## config.mk

```make
export PLATFORM = sky130hd
export DESIGN_NAME = branch_sequencer
export DESIGN_NICKNAME = d
export VERILOG_FILES = /design/src/rtl/branch_sequencer.sv
export SDC_FILE = /design/constraint.sdc
export NUM_CORES = 1
export LEC_CHECK = 0
export ABC_AREA = 0
export ABC_CLOCK_PERIOD_IN_PS = 2490
export CAP_MARGIN = 40
export CORE_MARGIN = 2
export CORE_UTILIZATION = 45
export CTS_CLUSTER_DIAMETER = 150
export DETAILED_ROUTE_END_ITERATION = 10
export MAX_ROUTING_LAYER = met4
export PLACE_DENSITY = 0.86
export SYNTH_ARGS = -nofsm -noshare
export SYNTH_HDL_FRONTEND = slang
export SYNTH_SLANG_ARGS = --single-unit
export TNS_END_PERCENT = 50
```

## constraint.sdc

```tcl
create_clock -name clk_i -period 2.49 [get_ports clk_i]
set_clock_uncertainty 0.15 [all_clocks]
set_input_delay 0.6225 -clock clk_i [delete_from_list [all_inputs] [get_ports clk_i]]
set_output_delay 0.6225 -clock clk_i [all_outputs]
set_load 0.02 [all_outputs]
```

## src/rtl/branch_sequencer.sv

```systemverilog
// branch_sequencer
//   Multi-cycle branch resolution controller. Latches a branch on start_i,
//   borrows the shared ALU through a req/gnt handshake to do the compare,
//   turns the ALU result into a taken flag and reports the next PC with a
//   single-cycle done_o pulse.
//
// Ports
//   clk_i, rst_i         clock, synchronous active-high reset
//   start_i              begin a branch (only honoured in IDLE)
//   func3_i              RV32I branch func3
//   rs1_i, rs2_i         compare operands
//   pc_i, imm_i          branch PC and sign-extended offset
//   alu_gnt_i            shared ALU granted; alu_result_i valid same cycle
//   alu_result_i         shared ALU result
//   alu_req_o            shared ALU request (high for the whole REQ phase)
//   alu_a_o, alu_b_o     latched operands, zero while not requesting
//   alu_op_o             00 SUB, 01 SLT, 10 SLTU
//   busy_o               not IDLE
//   done_o               one-cycle completion pulse
//   taken_o, next_pc_o   resolved branch, held until the next result
//   error_o              illegal func3 or grant timeout
module branch_sequencer #(
    parameter int GNT_TIMEOUT = 15
) (
    input  logic        clk_i,
    input  logic        rst_i,
    input  logic        start_i,
    input  logic [2:0]  func3_i,
    input  logic [31:0] rs1_i,
    input  logic [31:0] rs2_i,
    input  logic [31:0] pc_i,
    input  logic [31:0] imm_i,
    input  logic        alu_gnt_i,
    input  logic [31:0] alu_result_i,
    output logic        alu_req_o,
    output logic [31:0] alu_a_o,
    output logic [31:0] alu_b_o,
    output logic [1:0]  alu_op_o,
    output logic        busy_o,
    output logic        done_o,
    output logic        taken_o,
    output logic [31:0] next_pc_o,
    output logic        error_o
);

    localparam int CW = (GNT_TIMEOUT > 0) ? $clog2(GNT_TIMEOUT + 1) : 1;
    // Counter value seen during the last allowed ungranted REQ cycle.
    localparam logic [CW-1:0] TO_LAST = (GNT_TIMEOUT > 0) ? CW'(GNT_TIMEOUT - 1) : '0;

    typedef enum logic [1:0] {
        S_IDLE = 2'd0,
        S_REQ  = 2'd1,
        S_EVAL = 2'd2,
        S_DONE = 2'd3
    } state_e;

    state_e        state_q, state_d;
    logic [2:0]    func3_q, func3_d;
    logic [31:0]   rs1_q, rs1_d;
    logic [31:0]   rs2_q, rs2_d;
    logic [31:0]   pc_q, pc_d;
    logic [31:0]   imm_q, imm_d;
    logic [31:0]   res_q, res_d;
    logic [CW-1:0] cnt_q, cnt_d;
    logic          taken_q, taken_d;
    logic [31:0]   npc_q, npc_d;
    logic          error_q, error_d;

    logic          illegal_start;
    logic          zero;
    logic          take;
    logic [1:0]    op;

    assign illegal_start = (func3_i == 3'b010) || (func3_i == 3'b011);
    assign zero          = (res_q == 32'd0);
    // beq/bge/bgeu take on zero, bne/blt/bltu take on non-zero;
    // func3[0]^func3[2] is set exactly for the second group.
    assign take          = zero ^ (func3_q[0] ^ func3_q[2]);
    assign op            = func3_q[2] ? (func3_q[1] ? 2'b10 : 2'b01) : 2'b00;

    always_comb begin
        state_d = state_q;
        func3_d = func3_q;
        rs1_d   = rs1_q;
        rs2_d   = rs2_q;
        pc_d    = pc_q;
        imm_d   = imm_q;
        res_d   = res_q;
        cnt_d   = cnt_q;
        taken_d = taken_q;
        npc_d   = npc_q;
        error_d = error_q;
        case (state_q)
            S_IDLE: begin
                if (start_i) begin
                    func3_d = func3_i;
                    rs1_d   = rs1_i;
                    rs2_d   = rs2_i;
                    pc_d    = pc_i;
                    imm_d   = imm_i;
                    cnt_d   = '0;
                    if (illegal_start) begin
                        state_d = S_DONE;
                        error_d = 1'b1;
                        taken_d = 1'b0;
                        npc_d   = pc_i + 32'd4;
                    end else begin
                        state_d = S_REQ;
                    end
                end
            end
            S_REQ: begin
                if (alu_gnt_i) begin
                    // A grant in the last allowed cycle beats the timeout.
                    res_d   = alu_result_i;
                    state_d = S_EVAL;
                end else begin
                    if (cnt_q != '1) cnt_d = cnt_q + 1'b1;
                    if ((GNT_TIMEOUT != 0) && (cnt_q == TO_LAST)) begin
                        state_d = S_DONE;
                        error_d = 1'b1;
                        taken_d = 1'b0;
                        npc_d   = pc_q + 32'd4;
                    end
                end
            end
            S_EVAL: begin
                taken_d = take;
                error_d = 1'b0;
                npc_d   = take ? (pc_q + imm_q) : (pc_q + 32'd4);
                state_d = S_DONE;
            end
            S_DONE: begin
                state_d = S_IDLE;
            end
            default: state_d = S_IDLE;
        endcase
    end

    always_ff @(posedge clk_i) begin
        if (rst_i) begin
            state_q <= S_IDLE;
            func3_q <= '0;
            rs1_q   <= '0;
            rs2_q   <= '0;
            pc_q    <= '0;
            imm_q   <= '0;
            res_q   <= '0;
            cnt_q   <= '0;
            taken_q <= 1'b0;
            npc_q   <= '0;
            error_q <= 1'b0;
        end else begin
            state_q <= state_d;
            func3_q <= func3_d;
            rs1_q   <= rs1_d;
            rs2_q   <= rs2_d;
            pc_q    <= pc_d;
            imm_q   <= imm_d;
            res_q   <= res_d;
            cnt_q   <= cnt_d;
            taken_q <= taken_d;
            npc_q   <= npc_d;
            error_q <= error_d;
        end
    end

    assign alu_req_o = (state_q == S_REQ);
    assign alu_a_o   = alu_req_o ? rs1_q : 32'd0;
    assign alu_b_o   = alu_req_o ? rs2_q : 32'd0;
    assign alu_op_o  = alu_req_o ? op : 2'b00;
    assign busy_o    = (state_q != S_IDLE);
    assign done_o    = (state_q == S_DONE);
    assign taken_o   = taken_q;
    assign next_pc_o = npc_q;
    assign error_o   = error_q;

endmodule

```

==> results.yml, run 1 <==
place:
  place.gp.congestion: 1.03
  hpwl_um: 29000
  io_buffers: 269
pwr:
  switching_share_pct: 40.0
  power_density_nw_per_um2: 945
  p_seq_share_pct: 27.6
  fin_total_pwr_mw: 16.0
  p_sw_mw: 6.41
  comb_power_share_pct: 51.1
  clock_power_share_pct: 21.2
  power_leakage_nw: 6.89
  internal_power_mw: 9.61
  ir_drop_mv: 0.626
layout:
  utilization_pct: 70.1
  syn2layout_area_growth_pct: 53.8
  layout-drive-gt1-share_pct: 23.1
  layout.nets: 2106
sta:
  setup_viol: 24
  finalCritPeriodShare_pct: 113
  period_needed_ns: 2.81
  worst_pin_slew_ns: 0.619
  finalSetupTns_ns: -2.52
  rsz0062_at_grt: "true"
  worst_hold_slack_ns: 0.299
  fmax_mhz: 356
  max_slew_margin_pct: 58.7
  worst_slack_ns: -0.321
  finalHoldViolCount: 0
  final_max_slew_viol_count: 0
clock_network:
  clockBufferDepth: 3
  numClockSinks: 203
  cts_root_buffer: "clkbuf_16"
  cts_buffers: 24
  clk_latency_ns: 0.54
  cts_max_level: 1
  clkTransAtPathRegs_ns: 0.06
  cts_tree: "yes"
die:
  design.portCount: 270
  die_x_um: 160
  dieArea_um2: 25800
  rows: 57
  die_h_um: 160
  coreArea_um2: 24200
  start_util_pct: 45.6
critical_path:
  path_max_fanout: 3
  crit_type: "flip-flop to flip-flop"
  crit_arrival_ns: 3.09
  startpoint_type: "flip-flop"
  required_ns: 2.77
  critical_path.endpoint_type: "flip-flop"
global_routing:
  grt-ovfl-total: 0
  grt_pass1_wl_um: 62900
  first_global_vias: 12309
  antenna_found_initial: 1
  grt_max_degree: 56
  track_usage_pct: 30.9
yosys:
  synth_common_cells: "nand2_1 (400), a21oi_1 (220), dfxtp_1 (203)"
  yosys.area.top_type_share_pct: 36.9
  ys_seq_elements: 203
  synth_area_per_cell_um2: 7.45
  yosysTopAreaCell: "dfxtp_1"
  syn-cell-area_um2: 11000
  ys_warn_count: 0
  ys_top_cells_by_area: "dfxtp_1 (37%), nand2_1 (14%), a21oi_1 (10%)"
  synth_nets: 1686
  async_reset_ff_share_pct: 0
  synth-edff-count: 0
  yosysMostFrequentCell: "nand2_1"
  synthCells: 1479
  synth_top_flop_cell: "dfxtp_1"
  ys_seq_area_share_pct: 36.9
  synth.distinct_cells: 69
outcome:
  status: "complete, but fails checks"
  violations: "setup timing"
route:
  vias_per_cell: 5.53
  initialDrtViolationCount: 769
  postRouteWirelength_um: 40800
  route.detailed.drc: 0
  antenna_left: 0
  via_count: 12392
  wl_per_cell_um: 18.2
  first_pass_iters: 5
run:
  maxCapViolations: 0
min_path:
  hp-class: "primary input to flip-flop"
-- cells in the final DEF, fill, tap and decap left out, types with 17 or more instances in the layout --
cell,n
o21ai_0,48
and2_1,41
and2_4,29
nand4_1,20
buf_4,185
a21oi_1,211
buf_6,49
nand2_1,399
and3_1,17
ha_1,28
buf_2,21
dfxtp_1,196
nand3_1,31
clkdlybuf4s50_1,197
xnor2_1,42
clkbuf_16,26
buf_12,17
nor2_1,47
xor2_1,38
-- registers in the layout, summed over array words and instances, names as in the netlist --
name,count
state_q,2
taken_o,1
error_o,1
next_pc_o,32
cnt_q,4
rs1_q,32
imm_q,32
rs2_q,32
res_q,32
pc_q,32
func3_q,3
-- worst paths after layout --
kind | depth (start not counted) | slack (ns) | start | endpoint
hold reg to reg | 2 | 0.30 | rs2_q[23] | rs2_q[23]
hold / removal | 2 | 0.30 | rst_i | pc_q[29]
setup / recovery | 11 | -0.32 | pc_q[0] | next_pc_o[28]
setup reg to reg | 11 | -0.32 | pc_q[0] | next_pc_o[28]
-- worst max-delay path, stage by stage (launching register included) --
cell,delay [ns]
dfxtp_2,0.35
ha_4,0.14
inv_2,0.03
fa_2,0.35
nand2b_4,0.17
a21oi_4,0.13
o211ai_1,0.11
a2111o_1,0.51
a311oi_2,0.39
o21ai_2,0.11
a211oi_2,0.19
o21ai_1,0.07
-- power groups by stage --
stage               registers (mW)  logic [mW]  clock network (mW)
floorplan                     4.53        3.59                   0
global placement              4.39        7.03                   0
detailed placement            4.42        7.18                   0
CTS                           4.37        7.57                3.43
global route                  4.48        8.80                3.56
finish                        4.43        8.19                3.40
-- logic make-up after synthesis --
kind of cell	Yosys count	synth area share, %
adders and majority gates	40	4.61
xor gates and xnor gates	86	6.90
AOI/OAI and AO/OA	375	19.5
and+or+nand+nor	665	27.9
DFF	203	36.9
muxes	4	0.363
buffers and inverters	106	3.79
-- repair_timing --
action | in CTS | in global routing
hold buffers | 0 | 0
buffers inserted | 7 | 9
gates resized for setup | 344 | 154
hold endpoints to repair | 0 | 0
endpoints found under the setup margin | 90 | 98
gates cloned | 2 | 2
pin swaps | 20 | 42
-- through the flow --
step | instance area [µm²] | std cells | setup WS (ns)
finish | 17000 | 2240 | -0.321
global route | 17000 | 2240 | -0.425
CTS | 16400 | 2229 | -0.353
detailed placement | 15500 | 2178 | -0.688
global placement | 15500 | 2178 | -0.639
floorplan | 11000 | 1479 | -0.0638
-- cell type report --
| type | count | area [µm²] |
|---|---|---|
| multi-input combinational | 1170 | 7090 |
| timing repair buffer | 482 | 4550 |
| clock inverter | 7 | 85.1 |
| fill | 1856 | 7220 |
| tap | 324 | 405 |
| antenna | 1 | 2.50 |
| inverter | 18 | 70.1 |
| clock buffer | 35 | 672 |
| sequential | 203 | 4070 |
-- per-layer routing --
| layer | up-vias | global-route usage, % | share of wire, % |
|---|---|---|---|
| met5 | - | - | 0 |
| met4 | 0 | 11.5 | 3.9 |
| met3 | 100 | 5.29 | 7.5 |
| met2 | 535 | 52.0 | 49 |
| met1 | 5833 | 37.1 | 39 |
| li1 | 5924 | - | - |
Note: power is estimated with default switching activity, not from simulation.
==> run 2, diff against run 1 <==
--- a/config.mk
+++ b/config.mk
@@ -8,12 +8,13 @@
 export ABC_AREA = 0
 export ABC_CLOCK_PERIOD_IN_PS = 2490
 export CAP_MARGIN = 40
-export CORE_MARGIN = 2
+export CORE_MARGIN = 10
 export CORE_UTILIZATION = 45
 export CTS_CLUSTER_DIAMETER = 150
 export DETAILED_ROUTE_END_ITERATION = 10
 export MAX_ROUTING_LAYER = met4
 export PLACE_DENSITY = 0.86
+export SETUP_SLACK_MARGIN = 0.15
 export SYNTH_ARGS = -nofsm -noshare
 export SYNTH_HDL_FRONTEND = slang
 export SYNTH_SLANG_ARGS = --single-unit
==> results.yml, run 2 (synthesis results as in run 1) <==
sta:
  finalSetupTns_ns: -6.15
  rsz0062_at_grt: "true"
  worst_pin_slew_ns: 0.630
  finalCritPeriodShare_pct: 113
  max_slew_margin_pct: 58.0
  worst_hold_slack_ns: 0.296
  setup_viol: 66
  worst_slack_ns: -0.317
  period_needed_ns: 2.81
  final_max_slew_viol_count: 0
  fmax_mhz: 356
  finalHoldViolCount: 0
route:
  postRouteWirelength_um: 45300
  route.detailed.drc: 0
  first_pass_iters: 5
  antenna_left: 0
  via_count: 12692
  vias_per_cell: 5.60
  wl_per_cell_um: 20.0
  initialDrtViolationCount: 1064
critical_path:
  critical_path.endpoint: "next_pc_o[20]"
  rr_endpoint: "next_pc_o[20]"
  cp_slowest_cell: "a2111o_1"
  critical_path.endpoint_type: "flip-flop"
  cp-startpoint: "pc_q[0]"
  max_stage_delay_ns: 0.50
  r2r_cells: 12
  path_max_fanout: 3
  r2r_setup_slack_ns: -0.32
  required_ns: 2.74
  crit_type: "flip-flop to flip-flop"
  worstPathCellList: "ha_4, inv_2, fa_2, nand2b_4, a21oi_4, o211ai_1, a2111o_1, buf_4, a41oi_4, xor2_2, a21oi_2, nor3_2"
  reg2reg_from: "pc_q[0]"
  startpoint_type: "flip-flop"
  crit_arrival_ns: 3.06
outcome:
  violations: "setup timing"
  status: "complete, but fails checks"
clock_network:
  cts_root_buffer: "clkbuf_16"
  cts_max_level: 1
  clockBufferDepth: 3
  clkTransAtPathRegs_ns: 0.06
  hold_buffers: 0
  cts_tree: "yes"
  clk_latency_ns: 0.55
  cts_buffers: 24
  numClockSinks: 203
die:
  rows: 57
  dieArea_um2: 31200
  die_x_um: 176
  die_h_um: 176
  coreArea_um2: 24200
  start_util_pct: 45.6
  design.portCount: 270
global_routing:
  met1_usage_pct: 31.0
  first_global_vias: 12664
  grt-ovfl-total: 0
  track_usage_pct: 27.6
  grt_pass1_wl_um: 68100
  grt_max_degree: 69
  antenna_found_initial: 2
  grt.busiest_layer: "met2"
  met3_usage_pct: 6.86
  grtUsageMet2_pct: 46.0
layout:
  syn2layout_area_growth_pct: 62.5
  multi_input_area_um2: 7540
  utilization_pct: 74.1
  layout-drive-gt1-share_pct: 29.3
  fillers: 1651
  final_cell_area_um2: 17900
  layout.nets: 2132
  regArea_um2: 4080
  mostFrequentLayoutCell: "nand2_1"
  mostFrequentLayoutCells: "nand2_1 (393), a21oi_1 (204), buf_4 (189), dfxtp_1 (187), clkdlybuf4s50_1 (186)"
place:
  io_buffers: 269
  hpwl_um: 31000
  place_area_um2: 15600
  place.gp.congestion: 1.01
pwr:
  power_density_nw_per_um2: 966
  power_leakage_nw: 7.28
  ir_drop_mv: 0.814
  fin_total_pwr_mw: 17.3
min_path:
  hp-class: "flip-flop to flip-flop"
  hold_start: "next_pc_o[11]"
run:
  maxCapViolations: 0
## run 2: cell types whose count changed in the layout (fill, tap and decap cells not counted), sizes merged
cell / previous run / this run
dlymetal6s2s: 2 / 7
dlygate4sd2: 0 / 6
clkdlybuf4s15: 2 / 0
clkinv: 6 / 5
buf: 276 / 306
diode: 1 / 2
bufbuf: 0 / 1
clkbuf: 40 / 38
clkdlybuf4s50: 197 / 186
## run 2: worst max-delay path, delay by kind of cell (launching register included)
kind / cells / cell delay (ns)
AOI/OAI and AO/OA: 5 / 1.14
xor gates and xnor gates: 1 / 0.10
adders and majority gates: 2 / 0.49
buffers and inverters: 2 / 0.20
DFF: 1 / 0.35
and+or+nand+nor: 2 / 0.23
## run 2: area by class of cell
| class | count | share of cell area (%) |
|---|---|---|
| clock buffers | 36 | 3.89 |
| multi-input cells | 1170 | 42.1 |
| well taps | 324 | 2.26 |
| repair buffers | 508 | 28.1 |
| flip-flops and latches | 203 | 22.8 |
| inverters | 18 | 0.391 |
| diodes | 2 | 0.0280 |
| clock inverters | 6 | 0.447 |
## run 2: worst min path at each step
stage | to | cells past startpoint
detailed placement | next_pc_o[11] | 2
global placement | next_pc_o[11] | 2
global route | next_pc_o[11] | 2
finish | next_pc_o[11] | 2
floorplan | rs1_q[0] | 2
CTS | pc_q[31] | 2
## run 2: routing by layer
| metal | vias to the layer above | share of wire [%] |
|---|---|---|
| met5 | - | 0 |
| met4 | 0 | 4.9 |
| met3 | 140 | 8.1 |
| met2 | 566 | 49 |
| met1 | 6007 | 38 |
| li1 | 5979 | - |
## run 2: stage by stage
step | worst slack (ns) | cells
after floorplan | -0.0428 | 1479
after CTS | -0.312 | 2249
final | -0.317 | 2267
after detailed placement | -0.588 | 2185
after global placement | -0.501 | 2185
after global routing | -0.440 | 2267
## run 2: timing repair
action | in CTS | in global routing
cloned | 5 | 2
pin swaps | 32 | 77
setup endpoints to repair | 103 | 107
buffers inserted | 17 | 14
resized for setup | 507 | 179
## run 2: where the power goes
part	switching (mW)	internal [mW]
registers	0.538	3.94
logic	4.94	4.40
clock network	1.44	2.04
==> RTL change: new RTL, config.mk and constraints of run 2 <==
Make the reset (`rst_i`) asynchronous in one clocked block. Comments in the files are not updated.
--- a/src/rtl/branch_sequencer.sv
+++ b/src/rtl/branch_sequencer.sv
@@ -138,5 +138,5 @@
     end
 
-    always_ff @(posedge clk_i) begin
+    always_ff @(posedge clk_i or posedge rst_i) begin
         if (rst_i) begin
             state_q <= S_IDLE;
Function: differs if rst_i is asserted again (counterexample within 4 cycles, from zero or initial values and one cycle with rst_i high); with rst_i held inactive, the same outputs for 4 cycles.
==> RTL change against run 2 <==
The flow still finishes with violations (setup timing). Sequential cell count is the same. Worst setup slack gained 27 ps. Count of clock-buffer cells in the layout shrank 5. Synthesized area grew 5.0%. Critical endpoint is now next_pc_o[28]. Wire length shrank 1.6%. Largest cell class unchanged. Design area grew 3.1%.
Power is not compared: it rests on default switching activity, and its combinational part moved more than twofold at a synthesized area within 25%.
==> RTL change: results (changes against run 2) <==
[metrics] post-CTS sizing: 525 (was 507)
[metrics] pin count of the biggest net entering global routing: 46 (was 69)
[metrics] end of the worst register-to-register path: next_pc_o[28] (was next_pc_o[20])
[metrics] number of cells after detailed placement: 1838 (was 2185)
[metrics] via count: 10900 (was 12700)
[metrics] leading post-synthesis cells by cell area: sky130_fd_sc_hd__dfrtp_1 44%, sky130_fd_sc_hd__mux2_2 16%, sky130_fd_sc_hd__ha_1 4.2% (was sky130_fd_sc_hd__dfxtp_1 37%, sky130_fd_sc_hd__nand2_1 14%, sky130_fd_sc_hd__a21oi_1 10%)
[metrics] Critical Path Source: imm_q[3] (was pc_q[0])
[metrics] Avg Vias per Cell: 5.67 (was 5.60)
[metrics] Worst R2R Path Depth: 9 (was 12)
[metrics] transition time at the pin with the least slew margin: 909 ps (was 630 ps)
[metrics] met3 track demand over resource in global routing: 8.05% (was 6.86%)
[metrics] Synthesized Nets: 1298 (was 1686)
[metrics] number of setup violations in the final report: 79 (was 66)
[metrics] CP max-delay cell: sky130_fd_sc_hd__dfrtp_2 (was sky130_fd_sc_hd__a2111o_1)
[metrics] detailed route wirelength on metal2: 22.9 mm (was 22.0 mm)
[metrics] outcome: finished with violations (unchanged)
[metrics] HPWL after detailed placement: 31.1 mm (was 31.0 mm)
[metrics] data arrival at the endpoint of the critical path: 3040 ps (was 3060 ps)
[metrics] fraction of final layout cells with drive strength greater than 1: 43.2% (was 29.3%)
[metrics] worst slack at placement: -465 ps (was -588 ps)
[metrics] largest stage delay on the critical path: 450 ps (was 500 ps)
[metrics] aggregate global-route resource usage: 25.6% (was 27.6%)
[metrics] Setup WS post-layout: -290 ps (was -317 ps)
[metrics] failing checks: setup timing (unchanged)
[metrics] share of async-settable or async-resettable flops after synthesis: 100% (was 0%)
[metrics] Met1 Wirelength: 16.0 mm (was 17.3 mm)
## RTL change: layout make-up
type                       count  area (um2)
antenna                        2        5.00
clock buffer                  31         657
clock inverter                11         149
fill                        1623        6800
inverter                      17        70.1
multi-input combinational    823        7050
sequential                   203        5080
tap                          330         413
timing repair buffer         509        5030
## RTL change: kinds of logic after synthesis
kind of cell / synth area share [%]
adder cells (fa/ha/maj): 4.39
XOR/XNOR: 6.06
AO/OA/AOI/OAI: 12.2
AND/OR/NAND/NOR: 14.6
multiplexers: 16.4
buffers and inverters: 2.41
flip-flops: 43.9
## RTL change: worst max-delay path by stage
stage | to | slack [ps] | cells after the start
final | next_pc_o[28] | -290 | 9
after global routing | next_pc_o[28] | -380 | 11
after CTS | next_pc_o[28] | -250 | 8
after detailed placement | next_pc_o[28] | -460 | 9
after global placement | next_pc_o[17] | -440 | 8
after floorplan | cnt_q[0] | -910 | 1
## RTL change: power breakdown
group          internal [W]  switching [W]
registers           0.00503        0.00130
logic               0.00991        0.00961
clock network       0.00217        0.00147
